===== src/rtl/dmem_arbiter_if.sv =====
// Bus bundle between the core load/store port, the DMA/debug loader port and dmem.
// The slave modport is the arbiter's view; the master modport is the surrounding system.
interface dmem_arbiter_if #(
   parameter int AW = 32,
   parameter int DW = 32
);
   logic          cpu_req;
   logic          cpu_we;
   logic [AW-1:0] cpu_adr;
   logic [DW-1:0] cpu_wd;
   logic [DW-1:0] cpu_rd;
   logic          cpu_stall;
   logic          dma_valid;
   logic          dma_we;
   logic [AW-1:0] dma_adr;
   logic [DW-1:0] dma_wd;
   logic          dma_ready;
   logic [DW-1:0] dma_rd;
   logic          mem_we;
   logic [AW-1:0] mem_a;
   logic [DW-1:0] mem_wd;
   logic [DW-1:0] mem_rd;

   modport slave (
      input  cpu_req, cpu_we, cpu_adr, cpu_wd,
      output cpu_rd, cpu_stall,
      input  dma_valid, dma_we, dma_adr, dma_wd,
      output dma_ready, dma_rd,
      output mem_we, mem_a, mem_wd,
      input  mem_rd
   );

   modport master (
      output cpu_req, cpu_we, cpu_adr, cpu_wd,
      input  cpu_rd, cpu_stall,
      output dma_valid, dma_we, dma_adr, dma_wd,
      input  dma_ready, dma_rd,
      input  mem_we, mem_a, mem_wd,
      output mem_rd
   );
endinterface


===== src/rtl/dmem_arbiter.sv =====
// Two-requester data-memory arbiter: CPU has priority, DMA is guaranteed a grant
// after MAX_WAIT consecutive lost cycles. Grants, mux and read return are combinational.
module dmem_arbiter #(
   parameter int AW       = 32,
   parameter int DW       = 32,
   parameter int MAX_WAIT = 4,
   parameter int CW       = 16
) (
   input  logic          clk,
   input  logic          reset,
   dmem_arbiter_if.slave bus,
   output logic [CW-1:0] dma_xfer_cnt
);
   localparam int WCW = (MAX_WAIT < 1) ? 1 : $clog2(MAX_WAIT + 1);

   logic [WCW-1:0] wait_cnt_q;
   logic [WCW-1:0] wait_cnt_d;
   logic [CW-1:0]  xfer_cnt_q;
   logic [CW-1:0]  xfer_cnt_d;
   logic           wait_done_s;
   logic           grant_cpu_s;
   logic           grant_dma_s;

   // With MAX_WAIT=0 the DMA has always waited long enough.
   generate
      if (MAX_WAIT == 0) begin : g_no_wait
         assign wait_done_s = 1'b1;
      end else begin : g_wait
         localparam logic [WCW-1:0] MAX_W = WCW'(MAX_WAIT);
         assign wait_done_s = (wait_cnt_q >= MAX_W);
      end
   endgenerate

   // Grant decision from current requests and accumulated DMA wait.
   always_comb begin
      grant_cpu_s = 1'b0;
      grant_dma_s = 1'b0;
      if (reset) begin
         grant_cpu_s = 1'b0;
      end else if (bus.dma_valid && (!bus.cpu_req || wait_done_s)) begin
         grant_dma_s = 1'b1;
      end else if (bus.cpu_req) begin
         grant_cpu_s = 1'b1;
      end else begin
         grant_cpu_s = 1'b0;
      end
   end

   // Memory-port mux, zero-latency read return, stall and ready.
   always_comb begin
      bus.mem_we = 1'b0;
      bus.mem_a  = {AW{1'b0}};
      bus.mem_wd = {DW{1'b0}};
      bus.cpu_rd = {DW{1'b0}};
      bus.dma_rd = {DW{1'b0}};
      case ({grant_dma_s, grant_cpu_s})
         2'b01: begin
            bus.mem_we = bus.cpu_we;
            bus.mem_a  = bus.cpu_adr;
            bus.mem_wd = bus.cpu_wd;
            bus.cpu_rd = bus.mem_rd;
         end
         2'b10: begin
            bus.mem_we = bus.dma_we;
            bus.mem_a  = bus.dma_adr;
            bus.mem_wd = bus.dma_wd;
            bus.dma_rd = bus.mem_rd;
         end
         default: begin
            bus.mem_we = 1'b0;
         end
      endcase
      bus.cpu_stall = bus.cpu_req & ~grant_cpu_s & ~reset;
      bus.dma_ready = grant_dma_s;
   end

   // Starvation counter saturates at MAX_WAIT; a grant or a withdrawn request clears it.
   always_comb begin
      wait_cnt_d = wait_cnt_q;
      xfer_cnt_d = xfer_cnt_q;
      if (grant_dma_s) begin
         wait_cnt_d = {WCW{1'b0}};
         xfer_cnt_d = xfer_cnt_q + CW'(1'b1);
      end else if (bus.dma_valid) begin
         if (wait_done_s) begin
            wait_cnt_d = wait_cnt_q;
         end else begin
            wait_cnt_d = wait_cnt_q + WCW'(1'b1);
         end
      end else begin
         wait_cnt_d = {WCW{1'b0}};
      end
   end

   // State registers with synchronous reset.
   always_ff @(posedge clk) begin
      if (reset) begin
         wait_cnt_q <= {WCW{1'b0}};
         xfer_cnt_q <= {CW{1'b0}};
      end else begin
         wait_cnt_q <= wait_cnt_d;
         xfer_cnt_q <= xfer_cnt_d;
      end
   end

   assign dma_xfer_cnt = xfer_cnt_q;
endmodule


===== src/flat_wrapper.sv =====
// flat-port wrapper written by rule: the top's interface ports become plain ports
module dmem_arbiter_flat 
#(
   parameter int AW       = 32,
   parameter int DW       = 32,
   parameter int MAX_WAIT = 4,
   parameter int CW       = 16
)
  (clk, reset, dma_xfer_cnt, bus_cpu_req, bus_cpu_we, bus_cpu_adr, bus_cpu_wd, bus_cpu_rd, bus_cpu_stall, bus_dma_valid, bus_dma_we, bus_dma_adr, bus_dma_wd, bus_dma_ready, bus_dma_rd, bus_mem_we, bus_mem_a, bus_mem_wd, bus_mem_rd);
  dmem_arbiter_if #(.AW(AW), .DW(DW)) bus_i ();
  input  logic clk;
  input  logic reset;
  output logic [CW-1:0] dma_xfer_cnt;
  input wire logic [$bits(bus_i.cpu_req)-1:0] bus_cpu_req;
  input wire logic [$bits(bus_i.cpu_we)-1:0] bus_cpu_we;
  input wire logic [$bits(bus_i.cpu_adr)-1:0] bus_cpu_adr;
  input wire logic [$bits(bus_i.cpu_wd)-1:0] bus_cpu_wd;
  output wire logic [$bits(bus_i.cpu_rd)-1:0] bus_cpu_rd;
  output wire logic [$bits(bus_i.cpu_stall)-1:0] bus_cpu_stall;
  input wire logic [$bits(bus_i.dma_valid)-1:0] bus_dma_valid;
  input wire logic [$bits(bus_i.dma_we)-1:0] bus_dma_we;
  input wire logic [$bits(bus_i.dma_adr)-1:0] bus_dma_adr;
  input wire logic [$bits(bus_i.dma_wd)-1:0] bus_dma_wd;
  output wire logic [$bits(bus_i.dma_ready)-1:0] bus_dma_ready;
  output wire logic [$bits(bus_i.dma_rd)-1:0] bus_dma_rd;
  output wire logic [$bits(bus_i.mem_we)-1:0] bus_mem_we;
  output wire logic [$bits(bus_i.mem_a)-1:0] bus_mem_a;
  output wire logic [$bits(bus_i.mem_wd)-1:0] bus_mem_wd;
  input wire logic [$bits(bus_i.mem_rd)-1:0] bus_mem_rd;
  assign bus_i.cpu_req = bus_cpu_req;
  assign bus_i.cpu_we = bus_cpu_we;
  assign bus_i.cpu_adr = bus_cpu_adr;
  assign bus_i.cpu_wd = bus_cpu_wd;
  assign bus_cpu_rd = bus_i.cpu_rd;
  assign bus_cpu_stall = bus_i.cpu_stall;
  assign bus_i.dma_valid = bus_dma_valid;
  assign bus_i.dma_we = bus_dma_we;
  assign bus_i.dma_adr = bus_dma_adr;
  assign bus_i.dma_wd = bus_dma_wd;
  assign bus_dma_ready = bus_i.dma_ready;
  assign bus_dma_rd = bus_i.dma_rd;
  assign bus_mem_we = bus_i.mem_we;
  assign bus_mem_a = bus_i.mem_a;
  assign bus_mem_wd = bus_i.mem_wd;
  assign bus_i.mem_rd = bus_mem_rd;
  dmem_arbiter #(.AW(AW), .DW(DW), .MAX_WAIT(MAX_WAIT), .CW(CW)) u_core (.clk(clk), .reset(reset), .bus(bus_i), .dma_xfer_cnt(dma_xfer_cnt));
endmodule

===== config.mk =====
export PLATFORM = sky130hd
export DESIGN_NAME = dmem_arbiter_flat
export DESIGN_NICKNAME = d
export VERILOG_FILES = /design/src/rtl/dmem_arbiter_if.sv /design/src/rtl/dmem_arbiter.sv /design/src/flat_wrapper.sv
export SDC_FILE = /design/constraint.sdc
export NUM_CORES = 1
export LEC_CHECK = 0
export ABC_AREA = 1
export CAP_MARGIN = 20
export CORE_AREA = 4 4 121 123
export CTS_BUF_LIST = sky130_fd_sc_hd__clkbuf_16
export CTS_CLUSTER_DIAMETER = 200
export DETAILED_ROUTE_END_ITERATION = 12
export DIE_AREA = 0 0 125 127
export PLACE_DENSITY = 0.68
export SLEW_MARGIN = 10
export SYNTH_ARGS = -nofsm -noshare
export SYNTH_HDL_FRONTEND = slang
export SYNTH_SLANG_ARGS = --single-unit
export TNS_END_PERCENT = 100

===== constraint.sdc =====
create_clock -name clk -period 2.5 [get_ports clk]
set_clock_uncertainty 0.1 [all_clocks]
set_input_delay 0.5 -clock clk [delete_from_list [all_inputs] [get_ports clk]]
set_output_delay 0.5 -clock clk [all_outputs]
set_load 0.02 [all_outputs]

==> qor.csv <==
metric;value;unit
cts_tree;yes;
ir_drop;175.7;uV
ant_nets;0;
slew_headroom;82.14;%
dpl_cell_area;6143;um2
power;1.442;mW
ys_seq_elements;19;
root_buffer;clkbuf_16;
cp_common_cell;buf_6;
crit_family;buffers and inverters;
die-area;15880;um2
met2_length;7975;um
rows;43;
drc;0;
dr_total_vias;4201;
initial_core_util;17.73;%
p_int;0.9747;mW
cts_sinks;19;
maxCapViolCount;0;
setup_viol;0;
seq_power_share;21.3;%
antennaDiodeCount;0;
clk_latency;0.25;ns
syn_nets;674;
pin_count;313;
grtUsageTotal;17.45;%
yosysSeqAreaShare;15.70;%
combPwrFrac;56.0;%
drive_above_1_share;27.60;%
cp_max_fo;11;
worstPathArrival;1.83;ns
path_buf_inv;6;
drt_iter0_markers;173;
wl_met1;6045;um
power.leakage;2.995;nW
core-area;13670;um2
crit_slowest_cell;a21oi_2;
firstDrtPassIters;4;
overflow;0;
hold-worst-slack;0.3666;ns
syn_to_final_growth;165.7;%
detail_route.vias_per_cell;4.131;
hold_path.class;reg -> reg;
clockBufferDepth;2;
cp-end-kind;primary output;
syn_inst;503;
switching_power;0.4672;mW
cts_buffers;3;
slowest_delay;0.18;ns
dpl.hpwl;12030;um
wl_per_cell;14.94;um
clkTransAtPathRegs;0.05;ns
io_buffer_count;312;
grt_pass1_vias;4074;
tns;0;ns
met3_wirelength;1062;um
path_class;in -> out;
antenna_found_initial;0;
routed_wl;15190;um
gp_congestion;0.8499;
rsz0062_at_grt;no;
fill_cells;1424;
power_per_cell_area;224.1;nW/um2
path_cells;buf_2, inv_2, nand2_2, nor2_4, ha_4, buf_12, buf_6, buf_16, nand2_1, a21oi_2, buf_6;
synth_cell_types;23;
drv_slew;0;
yosysWarningCount;0;
die_x;125;um
finalCritPeriodShare;97.06;%
syn_area;2422;um2
top_layer_used;met4;
crit_required;1.90;ns
layout_common_cells;225 x nand2_1, 179 x clkdlybuf4s50_1, 85 x inv_1;
grt_pass1_wl;22440;um
fmax;0.4121;GHz
sw_frac_of_total;32.40;%
startpoint_type;input pin;
period_minus_slack;2.426;ns
pwr-share-clk;22.6;%
outcome;completed;
finish.utilization;47.09;%
nNetsFinal;1009;
worstMarginPinSlew;0.2676;ns
grt_max_degree;29;
layout_commonest_cell;nand2_1;
fin_area;6435;um2
cts_max_level;1;
hold_viol_final;0;
die_h;127;um
syn_avg_cell_area;4.816;um2
registers in the layout, summed over array words and instances (netlist names):
name	flops
u_core.dma_xfer_cnt	16
u_core.wait_cnt_q	3
path summary, 6_finish.rpt:
path,from,end,slack (ns),cells after the start
worst max-delay path,reset,bus_mem_a[29],0.07,11
worst min-delay path,u_core.wait_cnt_q[0]$_SDFFE_PP0N_,u_core.wait_cnt_q[0]$_SDFFE_PP0N_,0.37,1
worst max register to register,u_core.dma_xfer_cnt[0]$_SDFFE_PP0P_,u_core.dma_xfer_cnt[9]$_SDFFE_PP0P_,0.98,6
worst min register to register,u_core.wait_cnt_q[0]$_SDFFE_PP0N_,u_core.wait_cnt_q[0]$_SDFFE_PP0N_,0.37,1
synthesized netlist by cell type, drive strengths merged:
| library cell | number | area [um2] |
|---|---|---|
| nand2 | 230 | 868.3 |
| inv | 87 | 326.6 |
| a21oi | 73 | 365.4 |
| nor2 | 31 | 131.4 |
| dfxtp | 19 | 380.4 |
| buf | 16 | 80.08 |
| clkbuf | 15 | 56.30 |
| nand3 | 10 | 50.05 |
| o21ai | 8 | 40.03 |
| ha | 5 | 62.56 |
| nand4 | 3 | 25.02 |
| nor3 | 3 | 15.01 |
| and2 | 1 | 6.260 |
| nand3b | 1 | 7.510 |
| nor3b | 1 | 7.510 |
metrics by stage:
step           instances  setup slack [ns]
5_1_grt             1017         0.0004694
6_report            1017           0.07355
4_1_cts             1017           0.03811
3_3_place_gp         996           -0.9019
2_1_floorplan        503          -0.04145
3_5_place_dp         996           -0.8841
power by group through the flow:
stage                     clock network, mW  registers [mW]  logic, mW
after floorplan                           0           0.315      0.256
after global placement                    0           0.314      0.763
after detailed placement                  0           0.314      0.764
after CTS                             0.329           0.308      0.818
after global routing                  0.341           0.308      0.862
final                                 0.326           0.308      0.808
cell families (layout without fill, tap and decap cells):
group           after synthesis  in the layout  synth area share (%)
simple gates                280            280                 45.87
fa+ha+maj                     5              5                 2.583
buf+inv                     118            452                 19.11
compound gates               81             81                 16.74
flops                        19             19                 15.70
final cells by class:
| cell class | instances | area (um2) | share of cell area [%] |
|---|---|---|---|
| inverters | 87 | 326.6 | 5.075 |
| clock buffers | 3 | 75.07 | 1.167 |
| flip-flops and latches | 19 | 381.6 | 5.930 |
| clock inverters | 1 | 3.754 | 0.05833 |
| repair buffers | 361 | 3612 | 56.13 |
| multi-input cells | 366 | 1810 | 28.14 |
| well taps | 180 | 225.2 | 3.500 |
routing by layer:
layer	track usage (%)	up-vias
met2	33.38	188
li1	-	2178
met3	3.930	6
met4	2.041	0
met5	0	-
met1	20.46	1829
repair_timing:
item / 4_1_cts / 5_1_grt
setup endpoints to repair: 130 / 51
gates resized for setup: 421 / 33
buffers inserted: 10 / 0
cloned: 7 / 0
hold buffers: 0 / 0
pin swaps: 6 / 1
Note: power is estimated with default switching activity, not from simulation.
==> variant: new RTL, same flow settings <==
`AW` is set to 32 in 3 places; all go to 16.
--- a/src/rtl/dmem_arbiter_if.sv
+++ b/src/rtl/dmem_arbiter_if.sv
@@ -1,7 +1,7 @@
 // Bus bundle between the core load/store port, the DMA/debug loader port and dmem.
 // The slave modport is the arbiter's view; the master modport is the surrounding system.
 interface dmem_arbiter_if #(
-   parameter int AW = 32,
+   parameter int AW = 16,
    parameter int DW = 32
 );
    logic          cpu_req;
--- a/src/rtl/dmem_arbiter.sv
+++ b/src/rtl/dmem_arbiter.sv
@@ -1,7 +1,7 @@
 // Two-requester data-memory arbiter: CPU has priority, DMA is guaranteed a grant
 // after MAX_WAIT consecutive lost cycles. Grants, mux and read return are combinational.
 module dmem_arbiter #(
-   parameter int AW       = 32,
+   parameter int AW       = 16,
    parameter int DW       = 32,
    parameter int MAX_WAIT = 4,
    parameter int CW       = 16
--- a/src/flat_wrapper.sv
+++ b/src/flat_wrapper.sv
@@ -1,7 +1,7 @@
 // flat-port wrapper written by rule: the top's interface ports become plain ports
 module dmem_arbiter_flat 
 #(
-   parameter int AW       = 32,
+   parameter int AW       = 16,
    parameter int DW       = 32,
    parameter int MAX_WAIT = 4,
    parameter int CW       = 16
Interface: changed (resized bus_cpu_adr, bus_dma_adr and bus_mem_a); port bits go from 313 to 265. No check against the original RTL was run, so the function may have changed too.
==> variant against the original RTL <==
Sequential cell count unchanged. Worst setup slack worse by 0.037 ns. Die area unchanged. Combinational power down 7.4%. Hold slack worse by 0.018 ns. Power down 4.3%. Design area down 9.6%. Wire length down 9.5%. Fmax down 1.5%. Count of clock-buffer cells in the layout unchanged. Area after synthesis down 9.3%. Largest cell class unchanged.
==> variant: results (changes against the original RTL) <==
logic_synthesis:
  yosys-top-cells-count: "nand2_1 (202), inv_1 (87), a21oi_1 (56), nor2_1 (27)"  # was nand2_1 (228), inv_1 (86), a21oi_1 (73), nor2_1 (27), dfxtp_1 (19)
  ys_seq_area_share_pct: 17.3  # was 15.7%
  syn_avg_cell_area_sq_um: 4.89  # was 4.82 sq um
  synth_area_leaders: "nand2_1 (35%), dfxtp_1 (17%), inv_1 (15%)"  # was nand2_1 (35%), dfxtp_1 (16%), a21oi_1 (15%)
  syn-num-nets: 588  # was 674
setup_path:
  r2r_start: "u_core.wait_cnt_q[2]$_SDFFE_PP0N_"  # was u_core.dma_xfer_cnt[0]$_SDFFE_PP0P_
  critPathLaunch: "bus_cpu_req"  # was reset
  reg2reg_depth: 11  # was 6
  cp_max_fo: 8  # was 11
  critPathSlowestCell: "ha_4"  # was a21oi_2
  cpPeakStageDelay_ns: 0.24  # was 0.18 ns
  worstReg2RegEnd: "u_core.dma_xfer_cnt[13]$_SDFFE_PP0P_"  # was u_core.dma_xfer_cnt[9]$_SDFFE_PP0P_
  rrSetupSlack_ns: 0.92  # was 0.98 ns
pwr:
  switching_share_pct: 33.2  # was 32.4%
  ir_drop_v: 0.000264  # was 0.000176 V
  p_leak_nw: 2.83  # was 2.99 nW
place:
  dp_slack_ns: -0.819  # was -0.884 ns
  routabilityCongestion: 0.881  # was 0.850
  port_buffers: 264  # was 312
  place_inst: 897  # was 996
  dp_hpwl_um: 10400  # was 12000 um
outcome:
  outcome: "finished, final reports clean"  # unchanged
global_routing:
  grt_pass1_vias: 3629  # was 4074
  grt_max_degree: 25  # was 29
  grtUsageTotal_pct: 15.7  # was 17.5%
  grt_first_pass_wirelength_um: 20300  # was 22400 um
sta:
  tightest_slew_ns: 0.261  # was 0.268 ns
worst_hold_path:
  hold_depth: 1  # unchanged
final_layout:
  nNetsFinal: 880  # was 1009
  drive_gt1_share_pct: 30.4  # was 27.6%
  final_cells: 920  # was 1017
clocking:
  clk_pin_slew_worst_paths_ns: 0.05  # about the same
routing:
  drt-initial-drc-count: 115  # was 173
  vias_per_cell: 4.05  # was 4.13
## variant: stage by stage
stage | util [%] | hold WS [ns]
6_report | 42.6 | 0.349
5_1_grt | 42.6 | 0.380
4_1_cts | 44.0 | 0.351
3_3_place_gp | 41.5 | 0.336
2_1_floorplan | - | 0.317
3_5_place_dp | 41.5 | 0.344
## variant: what timing repair did
| item | CTS | global route |
|---|---|---|
| cloned | 6 | 1 |
| gates resized for setup | 395 | 77 |
| pin swaps | 3 | 2 |
| endpoints found under the setup margin | 115 | 82 |
| buffers inserted | 14 | 0 |
## variant: per-layer routing
layer	GRT usage, %	share of wire [%]
met5	0	0
met4	2.23	1.4
met3	3.26	6.8
met2	27.9	49
met1	20.3	43
## variant: logic make-up (layout without fill, tap and decap cells)
logic type      Yosys count  in the layout  share of synthesized area [%]
compound gates           66             66                           15.4
simple gates            246            246                           44.3
flops                    19             19                           17.3
fa+ha+maj                 5              5                           2.85
buf+inv                 113            404                           20.1
## variant: power by group through the flow
stage / clock network, mW / logic [mW] / registers, mW
3_5_place_dp: 0 / 0.694 / 0.316
6_report: 0.323 / 0.748 / 0.309
4_1_cts: 0.331 / 0.762 / 0.309
2_1_floorplan: 0 / 0.270 / 0.316
3_3_place_gp: 0 / 0.692 / 0.315
5_1_grt: 0.342 / 0.795 / 0.309
## variant: area by class of cell
cell class	count	area [sq um]
Timing Repair Buffer	312	2940
Inverter	88	330
Tap cell	180	225
Multi-Input combinational cell	317	1860
Clock buffer	3	75.1
Clock inverter	1	3.75
Fill cell	1397	7850
Sequential cell	19	380
## variant: worst max-delay path by stage
stage	end	slack (ns)	depth (start not counted)
floorplan	bus_mem_a[10]	-0.03	10
global placement	bus_mem_wd[6]	-0.79	9
detailed placement	bus_mem_wd[6]	-0.82	9
CTS	bus_mem_a[5]	0.02	9
global route	bus_mem_wd[14]	-0.02	10
finish	bus_mem_wd[14]	0.04	10
